### src/rtl/alu_pipe.sv
// alu_pipe: handshaked ALU with a registered output stage and status flags.
// Defining ALU_PIPE_MUL_EN adds an iterative radix-2 shift-add multiplier
// (op 1100) that holds the block BUSY for WIDTH cycles. Without it, 1100 is
// an unassigned op and the FSM never leaves IDLE.
module alu_pipe #(
    parameter int unsigned WIDTH = 32,
    parameter int unsigned SHW   = $clog2(WIDTH)
) (
    input  logic             clk,
    input  logic             reset,
    input  logic             in_valid,
    output logic             in_ready,
    input  logic [WIDTH-1:0] a,
    input  logic [WIDTH-1:0] b,
    input  logic [3:0]       alu_control,
    output logic             out_valid,
    input  logic             out_ready,
    output logic [WIDTH-1:0] result,
    output logic             zero_flag,
    output logic             neg_flag,
    output logic             carry_flag,
    output logic             ovf_flag
);

    localparam int unsigned W1 = WIDTH + 1;

    localparam logic [0:0] IDLE = 1'b0;
    localparam logic [0:0] BUSY = 1'b1;

    localparam logic [3:0] OP_ADD  = 4'b0001;
    localparam logic [3:0] OP_SUB  = 4'b0010;
    localparam logic [3:0] OP_SLTU = 4'b0011;
    localparam logic [3:0] OP_AND  = 4'b0100;
    localparam logic [3:0] OP_OR   = 4'b0101;
    localparam logic [3:0] OP_XOR  = 4'b0110;
    localparam logic [3:0] OP_NOR  = 4'b0111;
    localparam logic [3:0] OP_SLT  = 4'b1000;
    localparam logic [3:0] OP_SLL  = 4'b1001;
    localparam logic [3:0] OP_SRL  = 4'b1010;
    localparam logic [3:0] OP_SRA  = 4'b1011;

    logic [0:0]       state;
    logic [0:0]       state_next;
    logic             accept;
    logic             start_mul;
    logic             mul_last;
    logic [WIDTH-1:0] mul_res;

    logic [WIDTH-1:0] alu_res;
    logic             alu_c;
    logic             alu_v;
    logic [W1-1:0]    sum_add;
    logic [W1-1:0]    sum_sub;
    logic [SHW-1:0]   shamt;

    // Accept only when idle and the output slot is free or being drained.
    assign in_ready = !reset && (state == IDLE) && (!out_valid || out_ready);
    assign accept   = in_valid && in_ready;
    assign shamt    = b[SHW-1:0];

`ifdef ALU_PIPE_MUL_EN
    localparam logic [3:0]  OP_MUL = 4'b1100;
    localparam int unsigned CW     = SHW + 1;

    logic [CW-1:0]    cnt;
    logic [WIDTH-1:0] mcand;
    logic [WIDTH-1:0] mplier;
    logic [WIDTH-1:0] acc;

    assign start_mul = (alu_control == OP_MUL);
    assign mul_last  = (cnt == CW'(1));
    assign mul_res   = acc + (mplier[0] ? mcand : '0);

    // Shift-add multiplier: latch operands on accept, one partial product per BUSY cycle.
    always_ff @(posedge clk) begin
        if (reset) begin
            cnt    <= '0;
            mcand  <= '0;
            mplier <= '0;
            acc    <= '0;
        end else if (state == IDLE && accept && start_mul) begin
            cnt    <= CW'(WIDTH);
            mcand  <= a;
            mplier <= b;
            acc    <= '0;
        end else if (state == BUSY) begin
            acc    <= mul_res;
            mcand  <= mcand << 1;
            mplier <= mplier >> 1;
            cnt    <= cnt - CW'(1);
        end
    end
`else
    assign start_mul = 1'b0;
    assign mul_last  = 1'b1;
    assign mul_res   = '0;
`endif

    // State register.
    always_ff @(posedge clk) begin
        if (reset) begin
            state <= IDLE;
        end else begin
            state <= state_next;
        end
    end

    // Next state: a MUL accept enters BUSY, the last multiply step returns to IDLE.
    always_comb begin
        state_next = state;
        case (state)
            IDLE:    if (accept && start_mul) state_next = BUSY;
            BUSY:    if (mul_last)            state_next = IDLE;
            default:                          state_next = IDLE;
        endcase
    end

    // Single-cycle operations and their carry/overflow.
    always_comb begin
        alu_res = '0;
        alu_c   = 1'b0;
        alu_v   = 1'b0;
        sum_add = {1'b0, a} + {1'b0, b};
        sum_sub = {1'b0, a} + {1'b0, ~b} + W1'(1);
        case (alu_control)
            OP_ADD: begin
                alu_res = sum_add[WIDTH-1:0];
                alu_c   = sum_add[WIDTH];
                alu_v   = (a[WIDTH-1] == b[WIDTH-1]) && (sum_add[WIDTH-1] != a[WIDTH-1]);
            end
            OP_SUB: begin
                alu_res = sum_sub[WIDTH-1:0];
                alu_c   = sum_sub[WIDTH];
                alu_v   = (a[WIDTH-1] != b[WIDTH-1]) && (sum_sub[WIDTH-1] != a[WIDTH-1]);
            end
            OP_SLTU: alu_res = WIDTH'(a < b);
            OP_AND:  alu_res = a & b;
            OP_OR:   alu_res = a | b;
            OP_XOR:  alu_res = a ^ b;
            OP_NOR:  alu_res = ~(a | b);
            OP_SLT:  alu_res = WIDTH'($signed(a) < $signed(b));
            OP_SLL:  alu_res = a << shamt;
            OP_SRL:  alu_res = a >> shamt;
            OP_SRA:  alu_res = $signed(a) >>> shamt;
            default: alu_res = '0;
        endcase
    end

    // Output register: load on single-cycle accept or MUL completion, clear valid on consume.
    always_ff @(posedge clk) begin
        if (reset) begin
            out_valid  <= 1'b0;
            result     <= '0;
            zero_flag  <= 1'b0;
            neg_flag   <= 1'b0;
            carry_flag <= 1'b0;
            ovf_flag   <= 1'b0;
        end else if (accept && !start_mul) begin
            out_valid  <= 1'b1;
            result     <= alu_res;
            zero_flag  <= (alu_res == '0);
            neg_flag   <= alu_res[WIDTH-1];
            carry_flag <= alu_c;
            ovf_flag   <= alu_v;
        end else if (state == BUSY && mul_last) begin
            out_valid  <= 1'b1;
            result     <= mul_res;
            zero_flag  <= (mul_res == '0);
            neg_flag   <= mul_res[WIDTH-1];
            carry_flag <= 1'b0;
            ovf_flag   <= 1'b0;
        end else if (out_valid && out_ready) begin
            out_valid  <= 1'b0;
        end
    end

endmodule

### config.mk
export PLATFORM = sky130hd
export DESIGN_NAME = alu_pipe
export DESIGN_NICKNAME = d
export VERILOG_FILES = /design/src/rtl/alu_pipe.sv
export SDC_FILE = /design/constraint.sdc
export NUM_CORES = 1
export LEC_CHECK = 0
export CELL_PAD_IN_SITES_DETAIL_PLACEMENT = 1
export CELL_PAD_IN_SITES_GLOBAL_PLACEMENT = 2
export CORE_MARGIN = 4
export CORE_UTILIZATION = 35
export CTS_BUF_LIST = sky130_fd_sc_hd__clkbuf_8
export CTS_CLUSTER_SIZE = 12
export DETAILED_ROUTE_END_ITERATION = 8
export PLACE_DENSITY_LB_ADDON = 0.12
export SETUP_SLACK_MARGIN = 0.5
export SYNTH_ARGS = -nofsm -noshare
export SYNTH_HDL_FRONTEND = slang
export SYNTH_SLANG_ARGS = --single-unit
### constraint.sdc
create_clock -name clk -period 5.86 [get_ports clk]
set_clock_uncertainty 0.2 [all_clocks]
set_input_delay 0.879 -clock clk [delete_from_list [all_inputs] [get_ports clk]]
set_output_delay 0.879 -clock clk [all_outputs]
set_load 0.02 [all_outputs]
# == Word level (Yosys, flattened, before mapping) ==
# Cells that the tools add are included.
# totals
regBits,37
latch_bits,0
ramBits,0
romBits,0
inputBits,72
output_inout_bits,38
word_cells,54
memories,0
# op_classes
addsub,3
multipliers,0
n_div,0
n_lt_le_gt_ge,2
eq_ne,15
shift,3
muxes,10
n_bitwise,5
n_reduce_logical,10
# ops
operator,count
one-hot mux 32 bit (11 select lines),1
adder 32 x 32 -> 33 bit,2
< comparator 32 bit,2
inverter 32 bit,2
"adder 33 x 1 -> 33 bit, second input constant",1
bitwise AND 32 bit,1
zero test 32 bit,1
2-to-1 mux 32 bit,1
bitwise OR 32 bit,1
<< shifter 32 x 5 -> 32 bit,1
>> shifter 32 x 5 -> 32 bit,1
>>> shifter 32 x 5 -> 32 bit,1
bitwise XOR 32 bit,1
"== test 4 x 3 -> 1 bit, second input constant",4
"== test 4 bit, second input constant",4
"== test 4 x 2 -> 1 bit, second input constant",2
2-to-1 mux 1 bit,6
logical AND 1 bit,5
"== test 4 x 1 -> 1 bit, second input constant",1
one-hot mux 1 bit (2 select lines),2
!= test 1 bit,3
zero test 1 bit,2
nonzero test 2 bit,1
== test 1 bit,1
logical OR 1 bit,1

# == Logic depth before layout (Yosys ltp) ==
# logic_depth
word_depth,7
ltp_mapped,18

# == Worst setup path before layout ==
# OpenSTA, ideal clock, no wires.
# synth_path
path_type,input to register
start,in b[1]
end,reg zero_flag
t_arrival_ns,5.001
t_required_ns,5.576
path_slack_ns,0.574
cell_stages,18
path_cell_list,buf_2 -> clkinv_1 -> buf_2 -> buf_2 -> buf_2 -> buf_1 -> ha_1 -> a211oi_1 -> o41ai_2 -> mux2_2 -> a211o_1 -> a211oi_1 -> a31oi_1 -> nor4_1 -> nand4_1 -> a2111oi_2 -> nand4_1 -> o31ai_2
# synth_via
elab_chain_len,6
word_cells_on_any_way,16
# synth_rtl
element,line,text
"start, declared",14,"input logic [WIDTH-1:0] b,"
inverter 32 bit,124,"sum_sub = {1'b0, a} + {1'b0, ~b} + W1'(1);"
adder 32 x 32 -> 33 bit,124,
adder 33 x 1 -> 33 bit,124,
one-hot mux 32 bit (11 select lines) *,125,case (alu_control)
zero test 32 bit *,161,zero_flag <= (alu_res == '0);
2-to-1 mux 1 bit *,158,end else if (accept && !start_mul) begin
"end signal, assigned",161,
"end signal, assigned",168,zero_flag <= (mul_res == '0);
"end, declared",19,"output logic zero_flag,"
# Mark *: on every way between the ends. The rest lies on a longest branch, timed or not. The select of a mux whose other input is x is not followed.
# A chain may end at the register's enable or synchronous reset.

# == Final worst setup path ==
# layout_path
start,in b[4]
end,reg zero_flag
# The elaborated chain is that of the path after synthesis.

==> qor.yml <==
number_of_flops_mapped_to_enable_cells_by_yosys: 0
hold_start: "result[11]$_SDFFE_PP0P_"
min_period_over_period: 0.882
worstHoldPathType: "flop to flop"
area_growth_from_synthesis_to_final_layout_pct: 16.6
floorplan.die_area_mm2: 0.0374
critical_path.cell_chain: "clkdlybuf4s50_1 -> inv_1 -> ha_1 -> inv_2 -> o41ai_2 -> mux2_2 -> a211o_1 -> a211oi_1 -> a31oi_1 -> nor4_4 -> nand4_1 -> a2111oi_2 -> nand4_1 -> o31ai_2"
hold_end: "result[11]$_SDFFE_PP0P_"
final-setup-viol-count: 0
syn-num-nets: 1848
postCtsHoldBufs: 0
die_w_um: 193
boundaryPins: 110
cts-root-to-sink-buffers: 2
ff2ff_path_depth: 6
cts_num_sinks: 36
synth_top_area_cell: "mux4_2"
die_span_y_um: 193
cts_inserted_buffers: 5
maxClockFrequency_ghz: 0.194
clk_latency_ns: 0.29
cts_max_level: 2
synth_top_flop_cell: "dfxtp_1"
detail_route.first_pass.iterations: 5
synthesized_instance_count: 1671
globalRouteTotalUtil: 0.338
timing.critical_path.from_type: "input pin"
cp_max_fo: 8
min_path_cells: 2
worst_pin_slew_ns: 1.06
syn_area_mm2: 0.0120
detail_route.wl_per_cell_um: 30.3
maxSlewHeadroom: 0.285
final_hold_viol_count: 0
avgSynthCellArea_um2: 7.19
reg2reg_from: "out_valid$_SDFFE_PP0P_"
worst_setup_slack_for_register_to_register_paths_ns: 3.56
cp_bufs_invs: 3
detail_route.drc_violations: 0
ys_types: 89
core_area_mm2: 0.0337
setup_total_negative_slack_ns: 0
critical_path.top_delay_family: "compound AO/OA/AOI/OAI gates"
detail_route.iter0.violations: 1654
postPlaceCellArea_mm2: 0.0139
tritoncts: "built"
worst_setup_hold_path_clk_slew_ns: 0.07
gpl.final_weighted_congestion: 1.01
fin_util: 0.416
routed-via-count: 14624
grt_start_max_net_pins: 73
slowest_stage: "o41ai_2"
crit-reg2reg-capture: "zero_flag$_SDFFE_PP0P_"
layout_common_cells: "162 x nand2_1, 142 x a21oi_1, 130 x o21ai_0, 126 x nor2_1, 118 x buf_4"
cts.repair_timing.setup_buffer_count: 0
clk_root_buffer_cell: "clkbuf_8"
layout_commonest_cell: "nand2_1"
ys_seq_area_frac: 0.0600
grt_setup_unrepaired: "false"
hold_ws_ns: 0.283
yosys-top-cells-area: "mux4_2 11%, ha_1 11%, dfxtp_1 6.0%, a21oi_1 5.9%, mux2i_1 5.8%"
final_net_count: 1931
synth_top_area_frac: 0.114
detail-route-antenna-nets: 0
drive_gt1_frac: 0.135
outcome: "finished clean"
io_buffer_count: 109
critical-path-max-stage-delay_ns: 0.58
initial_utilization: 0.357
vdd_drop_max_v: 0.0000893
total_leakage_power_nw: 5.72
drv_slew: 0
vias_per_cell: 6.64
postRouteWirelength_um: 66800
cap_viol_max_count: 0
grt_pass1_vias: 14159
pwr_density_cell_mw_per_mm2: 127
worst_setup_path_end_kind: "flop"
layout_min_cycle_time_ns: 5.17
grt_overflow_total: 0
asr_flop_ratio_synth: 0
critPathRequiredTime_ns: 5.87
num_rows: 67
final_area_mm2: 0.0140
crit_type: "input pin to flop"
wire_length_of_the_first_global_routing_pass_um: 98000
dp_hpwl_um: 53900
synthesis.yosys.warnings: 0
grt_antenna_before_repair: 1
synth_seq_cells: 36
crit_top_cell: "nand4_1"
critPathArrivalTime_ns: 5.17
## per-layer routing
metal / track usage / wire length, µm / vias to the layer above
met5: 0 / 17 / -
met1: 0.486 / 29600 / 7339
met4: 0.0931 / 2340 / 2
met2: 0.527 / 29300 / 745
li1: - / - / 6423
met3: 0.0529 / 5540 / 115
## logic make-up after synthesis
family	count (synthesis)	synth area share
and+or+nand+nor	511	0.207
muxes	149	0.189
xor gates and xnor gates	14	0.0102
AOI/OAI and AO/OA	596	0.332
adders and majority gates	105	0.111
buffers and inverters	260	0.0905
DFF	36	0.0600
## worst max path at each step
| stage | start | to | slack [ns] | cells past startpoint |
|---|---|---|---|---|
| finish | b[4] | zero_flag$_SDFFE_PP0P_ | 0.69 | 14 |
| global route | a[2] | zero_flag$_SDFFE_PP0P_ | 0.50 | 14 |
| CTS | a[13] | zero_flag$_SDFFE_PP0P_ | 0.50 | 14 |
| detailed placement | a[0] | zero_flag$_SDFFE_PP0P_ | 0.21 | 15 |
| global placement | a[13] | zero_flag$_SDFFE_PP0P_ | 0.15 | 14 |
| floorplan | b[1] | zero_flag$_SDFFE_PP0P_ | 0.57 | 18 |
## power by group
group | switching [W] | internal [W] | total [W]
Combinational | 0.000849 | 0.000496 | 0.00135
Sequential | 0.00000912 | 0.000261 | 0.000270
Clock | 0.0000873 | 0.0000791 | 0.000166
## Yosys cell counts (all sizes together), types with 13 or more instances
master,count
nand2,162
a21oi,142
o21ai,138
nor2,127
inv,108
clkbuf,104
ha,103
mux2i,70
mux4,61
buf,47
nand3,38
o211ai,38
nand3b,37
dfxtp,36
a211oi,27
o31ai,25
a21o,22
nor3,22
nor2b,21
a31oi,18
mux2,18
nand4,18
o21a,17
nand2b,16
nor4,15
o22ai,15
and3,14
o221ai,13
## sequential cells by signal (all words and copies together) (netlist names)
name	flops
carry_flag	1
out_valid	1
ovf_flag	1
result	32
zero_flag	1
## worst reg2reg max path, stage by stage (launching register included)
cell	delay [ns]
dfxtp_1	0.31
nor2b_1	0.14
nor2_1	0.16
nand2_1	0.60
nor2_1	0.28
nand3_1	0.24
o31ai_2	0.29
## through the flow
stage,worst slack [ns],std cells,power (W)
finish,0.694,2203,0.00178
global route,0.504,2202,0.00187
CTS,0.503,2202,0.00175
detailed placement,0.206,2195,0.00157
global placement,0.149,2195,0.00157
floorplan,0.574,1671,0.00104
## what timing repair did
action / CTS / global route
endpoints found under the setup margin: 1 / 3
gates cloned: 0 / 0
resized for setup: 1 / 7
## layout make-up
type	instances	area, µm²
fillers	4250	19700
well taps	448	561
clock inverters	2	8.76
clock buffers	5	68.8
inverters	109	409
multi-input cells	1375	10300
repair buffers	227	1990
diodes	1	2.50
flip-flops and latches	36	721
(Power assumes the default switching activity.)
